**config.mk**
```make
export PLATFORM = sky130hd
export DESIGN_NAME = addsub_arbiter
export DESIGN_NICKNAME = d
export VERILOG_FILES = /design/src/rtl/addsub_pkg.sv /design/src/rtl/addsub15.sv /design/src/rtl/addsub_arbiter.sv
export SDC_FILE = /design/constraint.sdc
export NUM_CORES = 1
export LEC_CHECK = 0
export ABC_AREA = 1
export CAP_MARGIN = 10
export CORE_AREA = 2 2 69 84
export CTS_CLUSTER_DIAMETER = 120
export CTS_CLUSTER_SIZE = 24
export DETAILED_ROUTE_END_ITERATION = 10
export DIE_AREA = 0 0 71 86
export PLACE_DENSITY = 0.8
export SLEW_MARGIN = 20
export SYNTH_ARGS = -nofsm -noshare
export SYNTH_HDL_FRONTEND = slang
export SYNTH_SLANG_ARGS = --single-unit
```
**constraint.sdc**
```tcl
create_clock -name clk -period 7.54 [get_ports clk]
set_input_delay 0.754 -clock clk [delete_from_list [all_inputs] [get_ports clk]]
set_output_delay 0.754 -clock clk [all_outputs]
set_load 0.05 [all_outputs]
```
**src/rtl/addsub_pkg.sv**
```systemverilog
// Shared definitions for the two-requester add/subtract sequencer:
// datapath widths, operation encoding, response-stage state and the response record.
package addsub_pkg;

  localparam int WIDTH = 15;
  localparam int CNT_W = 8;

  typedef enum logic {
    OP_ADD = 1'b0,
    OP_SUB = 1'b1
  } op_e;

  typedef enum logic {
    RSP_EMPTY = 1'b0,
    RSP_FULL  = 1'b1
  } rsp_state_e;

  typedef struct packed {
    logic             id;
    logic [WIDTH-1:0] sum;
    logic             ovf;
  } rsp_t;

endpackage

```
**src/rtl/addsub15.sv**
```systemverilog
// Combinational ripple-carry add/subtract with signed overflow.
// Subtraction inverts B and injects the carry-in, so one adder serves both ops.
module addsub15
  import addsub_pkg::*;
#(
  parameter int W = addsub_pkg::WIDTH
) (
  input  logic [W-1:0] A,
  input  logic [W-1:0] B,
  input  logic         op,
  output logic [W-1:0] S,
  output logic         V
);

  logic [W:0]   carry;
  logic [W-1:0] b_x;

  assign carry[0] = op;

  genvar gi;
  generate
    for (gi = 0; gi < W; gi++) begin : g_bit
      assign b_x[gi]        = B[gi] ^ op;
      assign S[gi]          = A[gi] ^ b_x[gi] ^ carry[gi];
      assign carry[gi+1]    = (A[gi] & b_x[gi]) | (A[gi] & carry[gi]) | (b_x[gi] & carry[gi]);
    end
  endgenerate

  // Signed overflow: carry into the sign bit disagrees with carry out of it.
  assign V = carry[W-1] ^ carry[W];

endmodule

```
**src/rtl/addsub_arbiter.sv**
```systemverilog
// Round-robin arbiter sharing one add/subtract datapath between two requesters,
// with a single-entry response stage and a saturating overflow event counter.
module addsub_arbiter
  import addsub_pkg::*;
#(
  parameter int WIDTH = addsub_pkg::WIDTH,
  parameter int CNT_W = addsub_pkg::CNT_W
) (
  input  logic             clk,
  input  logic             rst_n,

  input  logic             req0_valid,
  output logic             req0_ready,
  input  logic [WIDTH-1:0] req0_a,
  input  logic [WIDTH-1:0] req0_b,
  input  logic             req0_op,

  input  logic             req1_valid,
  output logic             req1_ready,
  input  logic [WIDTH-1:0] req1_a,
  input  logic [WIDTH-1:0] req1_b,
  input  logic             req1_op,

  output logic             rsp_valid,
  input  logic             rsp_ready,
  output logic             rsp_id,
  output logic [WIDTH-1:0] rsp_sum,
  output logic             rsp_ovf,

  input  logic             ovf_clr,
  output logic [CNT_W-1:0] ovf_count
);

  rsp_state_e       state_q, state_d;
  rsp_t             rsp_q, rsp_d;
  logic             prio_q, prio_d;
  logic [CNT_W-1:0] ovf_cnt_q, ovf_cnt_d;

  logic             acc_en;
  logic             both_valid;
  logic             grant;
  logic             accept;

  logic [WIDTH-1:0] sel_a, sel_b;
  logic             sel_op;
  logic [WIDTH-1:0] dp_sum;
  logic             dp_ovf;

  // Arbitration: the draining consumer frees the stage in the same cycle.
  always_comb begin
    acc_en     = (state_q == RSP_EMPTY) || rsp_ready;
    both_valid = req0_valid && req1_valid;
    grant      = both_valid ? prio_q : req1_valid;
    accept     = acc_en && (req0_valid || req1_valid);
  end

  always_comb begin
    sel_a  = grant ? req1_a  : req0_a;
    sel_b  = grant ? req1_b  : req0_b;
    sel_op = grant ? req1_op : req0_op;
  end

  addsub15 #(
    .W (WIDTH)
  ) u_addsub (
    .A  (sel_a),
    .B  (sel_b),
    .op (sel_op),
    .S  (dp_sum),
    .V  (dp_ovf)
  );

  // Response-stage state register
  always_ff @(posedge clk or negedge rst_n) begin
    if (!rst_n) begin
      state_q <= RSP_EMPTY;
    end else begin
      state_q <= state_d;
    end
  end

  // Response-stage next state
  always_comb begin
    state_d = state_q;
    if (accept) begin
      state_d = RSP_FULL;
    end else if (state_q == RSP_FULL && rsp_ready) begin
      state_d = RSP_EMPTY;
    end
  end

  // Response-stage outputs
  always_comb begin
    rsp_valid  = (state_q == RSP_FULL);
    req0_ready = accept && !grant;
    req1_ready = accept && grant;
  end

  always_comb begin
    rsp_d  = rsp_q;
    prio_d = prio_q;
    if (accept) begin
      rsp_d.id  = grant;
      rsp_d.sum = dp_sum;
      rsp_d.ovf = dp_ovf;
      if (both_valid) begin
        prio_d = !grant;
      end
    end
  end

  // Clear wins over a simultaneous overflow acceptance.
  always_comb begin
    ovf_cnt_d = ovf_cnt_q;
    if (ovf_clr) begin
      ovf_cnt_d = '0;
    end else if (accept && dp_ovf && (ovf_cnt_q != {CNT_W{1'b1}})) begin
      ovf_cnt_d = ovf_cnt_q + 1'b1;
    end
  end

  always_ff @(posedge clk or negedge rst_n) begin
    if (!rst_n) begin
      rsp_q     <= '0;
      prio_q    <= 1'b0;
      ovf_cnt_q <= '0;
    end else begin
      rsp_q     <= rsp_d;
      prio_q    <= prio_d;
      ovf_cnt_q <= ovf_cnt_d;
    end
  end

  assign rsp_id    = rsp_q.id;
  assign rsp_sum   = rsp_q.sum;
  assign rsp_ovf   = rsp_q.ovf;
  assign ovf_count = ovf_cnt_q;

endmodule

```
==> impl_metrics.yaml, run 1 <==
clocking:
  clk_pin_slew_ps: 90
  clkLatencyLatePin_ps: 270
  htreeDepth: 1
  numCtsBuffers: 3
  numClockSinks: 27
  tritoncts: "yes"
  clockBufferDepth: 2
  ctsHoldBuffers: 0
  cts-root-buf: "clkbuf_8"
power_and_ir_drop:
  p_total_w: 0.0007816
  p_per_area_nw_per_um2: 238.5
  power_leakage_nw: 1.560
  ir_drop_v: 0.00009869
timing:
  finalSetupViolCount: 0
  fin_crit_sh: 0.9579
  slew_headroom: 0.6428
  max_freq_mhz: 138.5
  hold_violations: 0
  slew_viol_final: 0
  fin_ws_ps: 317.6
  fin_skew_ps: 2.738
  worst_pin_slew_ps: 534.2
  fin_crit_ps: 7222
detailed_routing:
  routedWlPerCell_um: 12.06
  vias: 2042
  ant_nets: 0
  firstDrtPassIters: 4
  drc: 0
  drt-initial-drc-count: 118
  via_per_inst: 4.651
  routed_wl_mm: 5.294
finish:
  instances_no_fill: 439
  drive_gt1_frac: 0.07427
  nets: 461
  layout_commonest_cell: "clkdlybuf4s50_1"
  antenna_cells: 0
  area_growth_pct: 53.16
  layout_common_cells: "clkdlybuf4s50_1 (95), nand2_1 (94), dfrtp_1 (27), inv_1 (25)"
floorplan:
  die_h_um: 86
  io_pins: 96
  core_um2: 5261
  initial_core_util: 0.4067
  die_x_um: 71
  dieArea_um2: 6106
  rows: 29
synthesis:
  syn_nets: 358
  netlist_area_um2: 2140
  synth_top_area_frac: 0.3158
  netlist_instances: 275
  yosysWarnings: 0
  synth_area_leader_cell: "dfrtp_1"
  synthTopCellsByArea: "dfrtp_1 (32%), nand2_1 (17%), fa_1 (13%)"
  ys_seq_elements: 27
  syn_avg_cell_area_um2: 7.780
  ys_seq_area_frac: 0.3158
  synth.distinct_cells: 22
worst_setup_path:
  worst_path_most_repeated_cell: "fa_1"
  path_class: "in2reg"
  arrival_ps: 7430
  crit_required_ps: 7750
  cp_slowest_cell: "clkdlybuf4s50_1"
  cp-end-kind: "flip-flop"
  worstPathMaxFanout: 9
  max_stage_delay_ps: 480
  start_kind: "input port"
grt:
  grt_overflow: 0
  grt_pass1_vias: 1925
  antenna_found_initial: 0
  grt_usage: 0.1740
  grt_pass1_wl_mm: 8.645
  grt_max_degree: 36
placed_design:
  place_ws_ps: -162.3
  post-dp-hpwl_mm: 4.388
  place_congestion: 0.8578
  place_inst: 434
  io_buffers: 95
status:
  status: "finished, final reports clean"
flow_run:
  drv_cap: 0
min_path:
  hold_path_class: "reg2reg"
-- logic make-up (layout without fill, tap and decap cells) --
logic type | Yosys count | in the layout | share of synthesized area
AO/OA/AOI/OAI | 28 | 28 | 0.07369
XOR/XNOR | 18 | 18 | 0.07368
adder cells (fa/ha/maj) | 15 | 15 | 0.1368
buffers and inverters | 35 | 137 | 0.07836
flip-flops | 27 | 27 | 0.3158
multiplexers | 10 | 10 | 0.04679
AND/OR/NAND/NOR | 142 | 142 | 0.2748
-- sequential cells by signal, summed over array words and instances, names as in the netlist --
name       count
ovf_count      8
prio_q         1
rsp_id         1
rsp_ovf        1
rsp_sum       15
rsp_valid      1
-- power breakdown --
| group | total [W] | switching [W] | internal (W) | leakage, nW |
|---|---|---|---|---|
| Sequential | 0.000219 | 0.0000309 | 0.000188 | 0.341 |
| Combinational | 0.000480 | 0.000291 | 0.000189 | 1.19 |
| Clock | 0.0000825 | 0.0000454 | 0.0000371 | 0.0255 |
| Total | 0.000782 | 0.000367 | 0.000414 | 1.56 |
-- cells in the mapped netlist --
master    number
xor2_1        12
buf_6          3
a21oi_2        1
inv_1         25
nand2_2        1
xnor2_1        6
nand2_1       95
nand3_1       21
nor2_1        18
mux2i_1       10
a21boi_4       1
buf_8          1
nand3b_1       2
nand2_4        2
clkbuf_1       4
o21ai_1        4
buf_2          2
ha_1           1
dfrtp_1       27
nor3_1         3
fa_1          14
o21ai_0       22
-- critical path, delay by kind of cell --
family                     cells  cell delay (ps)
xor gates and xnor gates       1              140
and+or+nand+nor               10              970
buffers and inverters          4              770
adders and majority gates     14             4790
-- final timing paths --
kind                                 start            to  slack, ps  depth (start not counted)
min in group asynchronous            rst_n  ovf_count[5]        840                          2
max in group asynchronous            rst_n    rsp_sum[7]       6440                          2
worst min-delay path            rsp_sum[3]    rsp_sum[3]        490                          2
worst max register to register      prio_q  ovf_count[2]        760                         29
worst max-delay path            req0_valid  ovf_count[2]        320                         29
worst min register to register  rsp_sum[3]    rsp_sum[3]        490                          2
-- per-layer routing --
layer,wire (um),track usage
met2,2668,0.3118
met3,249,0.01410
met1,2335,0.2273
met4,41,0.04117
met5,0,0
-- through the flow --
| step | hold slack, ps | setup TNS, ps | cell area [um^2] | utilization |
|---|---|---|---|---|
| after floorplan | 453.0 | 0 | 2140 | - |
| after global placement | 468.4 | 0 | 3188 | 0.6059 |
| after detailed placement | 472.1 | -1105 | 3188 | 0.6059 |
| after CTS | 494.3 | 0 | 3234 | 0.6147 |
| after global routing | 530.7 | -10.01 | 3277 | 0.6228 |
| final | 493.7 | 0 | 3277 | 0.6228 |
-- cell type report --
type,count,area [um^2]
clock buffers,3,41.29
fillers,457,1984
multi-input cells,213,1323
repair buffers,108,1061
flip-flops and latches,27,675.6
inverters,25,93.84
clock inverters,1,5.005
well taps,62,77.57
-- timing repair --
action | 4_1_cts | 5_1_grt
gates resized for setup | 0 | 6
setup buffers | 0 | 1
setup endpoints to repair | 0 | 8
Power figures use the tool's default switching activity.
==> run 2, diff against run 1 <==
--- a/config.mk
+++ b/config.mk
@@ -5,13 +5,14 @@
 export SDC_FILE = /design/constraint.sdc
 export NUM_CORES = 1
 export LEC_CHECK = 0
-export ABC_AREA = 1
 export CAP_MARGIN = 10
-export CORE_AREA = 2 2 69 84
+export CELL_PAD_IN_SITES_DETAIL_PLACEMENT = 0
+export CELL_PAD_IN_SITES_GLOBAL_PLACEMENT = 1
+export CORE_AREA = 2 2 78 94
 export CTS_CLUSTER_DIAMETER = 120
 export CTS_CLUSTER_SIZE = 24
 export DETAILED_ROUTE_END_ITERATION = 10
-export DIE_AREA = 0 0 71 86
+export DIE_AREA = 0 0 80 96
 export PLACE_DENSITY = 0.8
 export SLEW_MARGIN = 20
 export SYNTH_ARGS = -nofsm -noshare
==> impl_metrics.yaml, run 2 <==
status:
  status: "finished, final reports clean"
finish:
  n_fill_cell: 683
  largest_reg_flops: 15
  antenna_cells: 0
  layout_commonest_cell: "clkdlybuf4s50_1"
  area_growth_pct: 63.07
  nets: 367
  fin_util: 0.4749
  layout_common_cells: "clkdlybuf4s50_1 (95), dfrtp_1 (27), mux2i_1 (25), nand2_1 (17)"
  drive_gt1_frac: 0.1837
  instances_no_fill: 370
power_and_ir_drop:
  seqPwrFrac: 0.261
  p_int_w: 0.0004595
  pwr-share-clk: 0.099
  p_per_area_nw_per_um2: 264.4
  p_comb_frac: 0.640
  switching_power_w: 0.0003908
  p_total_w: 0.0008503
  swShare: 0.4596
  ir_drop_v: 0.0001107
  power_leakage_nw: 1.299
clocking:
  clockBufferDepth: 2
  tritoncts: "yes"
  numCtsBuffers: 3
  clk_pin_slew_ps: 100
  cts-root-buf: "clkbuf_8"
  numClockSinks: 27
  htreeDepth: 1
  clkLatencyLatePin_ps: 270
worst_setup_path:
  arrival_ps: 7460
  start_kind: "input port"
  path_class: "in2reg"
  crit_required_ps: 7750
  worstPathMaxFanout: 8
  cp-end-kind: "flip-flop"
grt:
  grt_max_degree: 30
  grt_pass1_vias: 1700
  antenna_found_initial: 0
  grt_usage: 0.1255
  grt_pass1_wl_mm: 7.617
  grt_overflow: 0
timing:
  rsz0062_at_grt: "false"
  fin_crit_ps: 7251
  fin_crit_sh: 0.9617
  fin_skew_ps: 5.208
  slew_viol_final: 0
  max_freq_mhz: 137.9
  fin_ws_ps: 288.7
  slew_headroom: 0.6460
  holdWs_ps: 472.6
  hold_violations: 0
  worst_pin_slew_ps: 529.3
  finalSetupViolCount: 0
synthesis:
  synthTopCellsByArea: "dfrtp_1 (34%), fa_1 (14%), mux2i_1 (13%)"
  synth_top_family_by_area: "multiplexers"
  synth_top_area_frac: 0.3426
  synthAdderAreaFrac: 0.1485
  synth_mux_area_frac: 0.1948
  ys_async_sr_fraction: 1.000
  netlist_area_um2: 1972
  synth.distinct_cells: 37
  ys_seq_elements: 27
  synthXorXnorAreaFrac: 0.07995
  syn_nets: 262
  synth_compound_area_frac: 0.09645
  netlist_instances: 179
  yosys.area_share.simple: 0.1034
  yosys-top-cells-count: "dfrtp_1 (27), mux2i_1 (26), nand2_1 (17)"
  syn_avg_cell_area_um2: 11.02
  yosysMostFrequentCell: "dfrtp_1"
  ys_seq_area_frac: 0.3426
  ys.flop_type: "dfrtp_1"
  synth_area_leader_cell: "dfrtp_1"
  yosysWarnings: 0
  synth_edf_count: 0
detailed_routing:
  routed_wl_mm: 4.603
  via_per_inst: 4.497
  routedWlPerCell_um: 12.44
  drt-initial-drc-count: 74
  ant_nets: 0
  firstDrtPassIters: 4
  drc: 0
  vias: 1664
placed_design:
  place_ws_ps: -500.3
  place_congestion: 0.8285
  io_buffers: 95
  place_inst: 363
  post-dp-hpwl_mm: 3.867
floorplan:
  die_h_um: 96
  io_pins: 96
  initial_core_util: 0.2912
  core_um2: 6771
  rows: 33
  die_x_um: 80
  dieArea_um2: 7680
flow_run:
  drv_cap: 0
min_path:
  hold_path_class: "reg2reg"
==> run 2: cell count changes in the layout (fill, tap and decap cells not counted), sizes merged, moves of 3 or more <==
| cell | previous run | this run |
|---|---|---|
| nand2 | 98 | 18 |
| a21oi | 1 | 8 |
| or4 | 0 | 4 |
| mux2i | 10 | 27 |
| mux2 | 0 | 9 |
| inv | 25 | 3 |
| nor2 | 18 | 3 |
| nand3 | 21 | 4 |
| o31ai | 0 | 3 |
| nor3 | 3 | 0 |
| xnor2 | 6 | 11 |
| xor2 | 12 | 7 |
| o21ai | 26 | 13 |
==> run 2: power groups by stage <==
stage | clock, W | sequential (W) | combinational (W)
after detailed placement | 0 | 0.000225 | 0.000530
after CTS | 0.0000875 | 0.000223 | 0.000543
after floorplan | 0 | 0.000380 | 0.000188
after global routing | 0.0000923 | 0.000229 | 0.000594
final | 0.0000844 | 0.000222 | 0.000544
after global placement | 0 | 0.000223 | 0.000525
==> run 2: layer usage <==
layer / up-vias / wire length, um / track usage
li1: 833 / - / -
met1: 768 / 1751 / 0.1480
met2: 58 / 2476 / 0.2292
met3: 5 / 313 / 0.02439
met4: 0 / 62 / 0.03814
met5: - / 0 / 0
==> run 2: through the flow <==
| step | area [um^2] | setup TNS [ps] |
|---|---|---|
| floorplan | 1972 | 0 |
| global placement | 3062 | -2906 |
| detailed placement | 3062 | -3641 |
| CTS | 3166 | 0 |
| global route | 3216 | 0 |
| finish | 3216 | 0 |
==> run 2: cells by family after synthesis <==
| logic type | after synthesis |
|---|---|
| xor+xnor | 18 |
| flops | 27 |
| buf+inv | 12 |
| fa+ha+maj | 15 |
| compound gates | 31 |
| mux | 36 |
| simple gates | 40 |
==> run 2: worst max-delay path, stage by stage <==
cell and delay, ps:
clkdlybuf4s50_1 490, nand2b_1 110, nand2_4 140, mux2i_4 270, xor2_2 180, fa_2 220, fa_1 160, inv_1 50
fa_2 340, fa_2 380, fa_2 350, fa_2 350, fa_2 350, fa_2 350, fa_2 350, fa_2 350
fa_2 350, fa_2 340, inv_1 80, fa_2 220, fa_2 210, xor2_1 180, o211ai_2 200, or4_4 560
a21oi_2 140
==> run 2: worst paths after layout <==
path | start | endpoint | slack, ps | cells after the start
max | req0_valid | ovf_count[7] | 290 | 25
min reg2reg | prio_q | prio_q | 470 | 1
max in group asynchronous | rst_n | rsp_sum[1] | 6440 | 2
max reg2reg | prio_q | ovf_count[7] | 780 | 24
min | prio_q | prio_q | 470 | 1
min in group asynchronous | rst_n | ovf_count[6] | 840 | 2
==> run 2: timing repair <==
item,4_1_cts,5_1_grt
gates resized for setup,10,12
pin swaps,6,8
setup buffers,2,1
setup endpoints to repair,8,8
hold buffers,0,0
==> run 2: final cells by class <==
class	count	area, um^2	area share
clock buffer	3	41.29	0.01284
inverter	3	11.26	0.003502
clock inverter	1	7.507	0.002335
tap	87	108.9	0.03385
multi-input combinational	140	1311	0.4078
sequential	27	675.6	0.2101
timing repair buffer	109	1060	0.3296
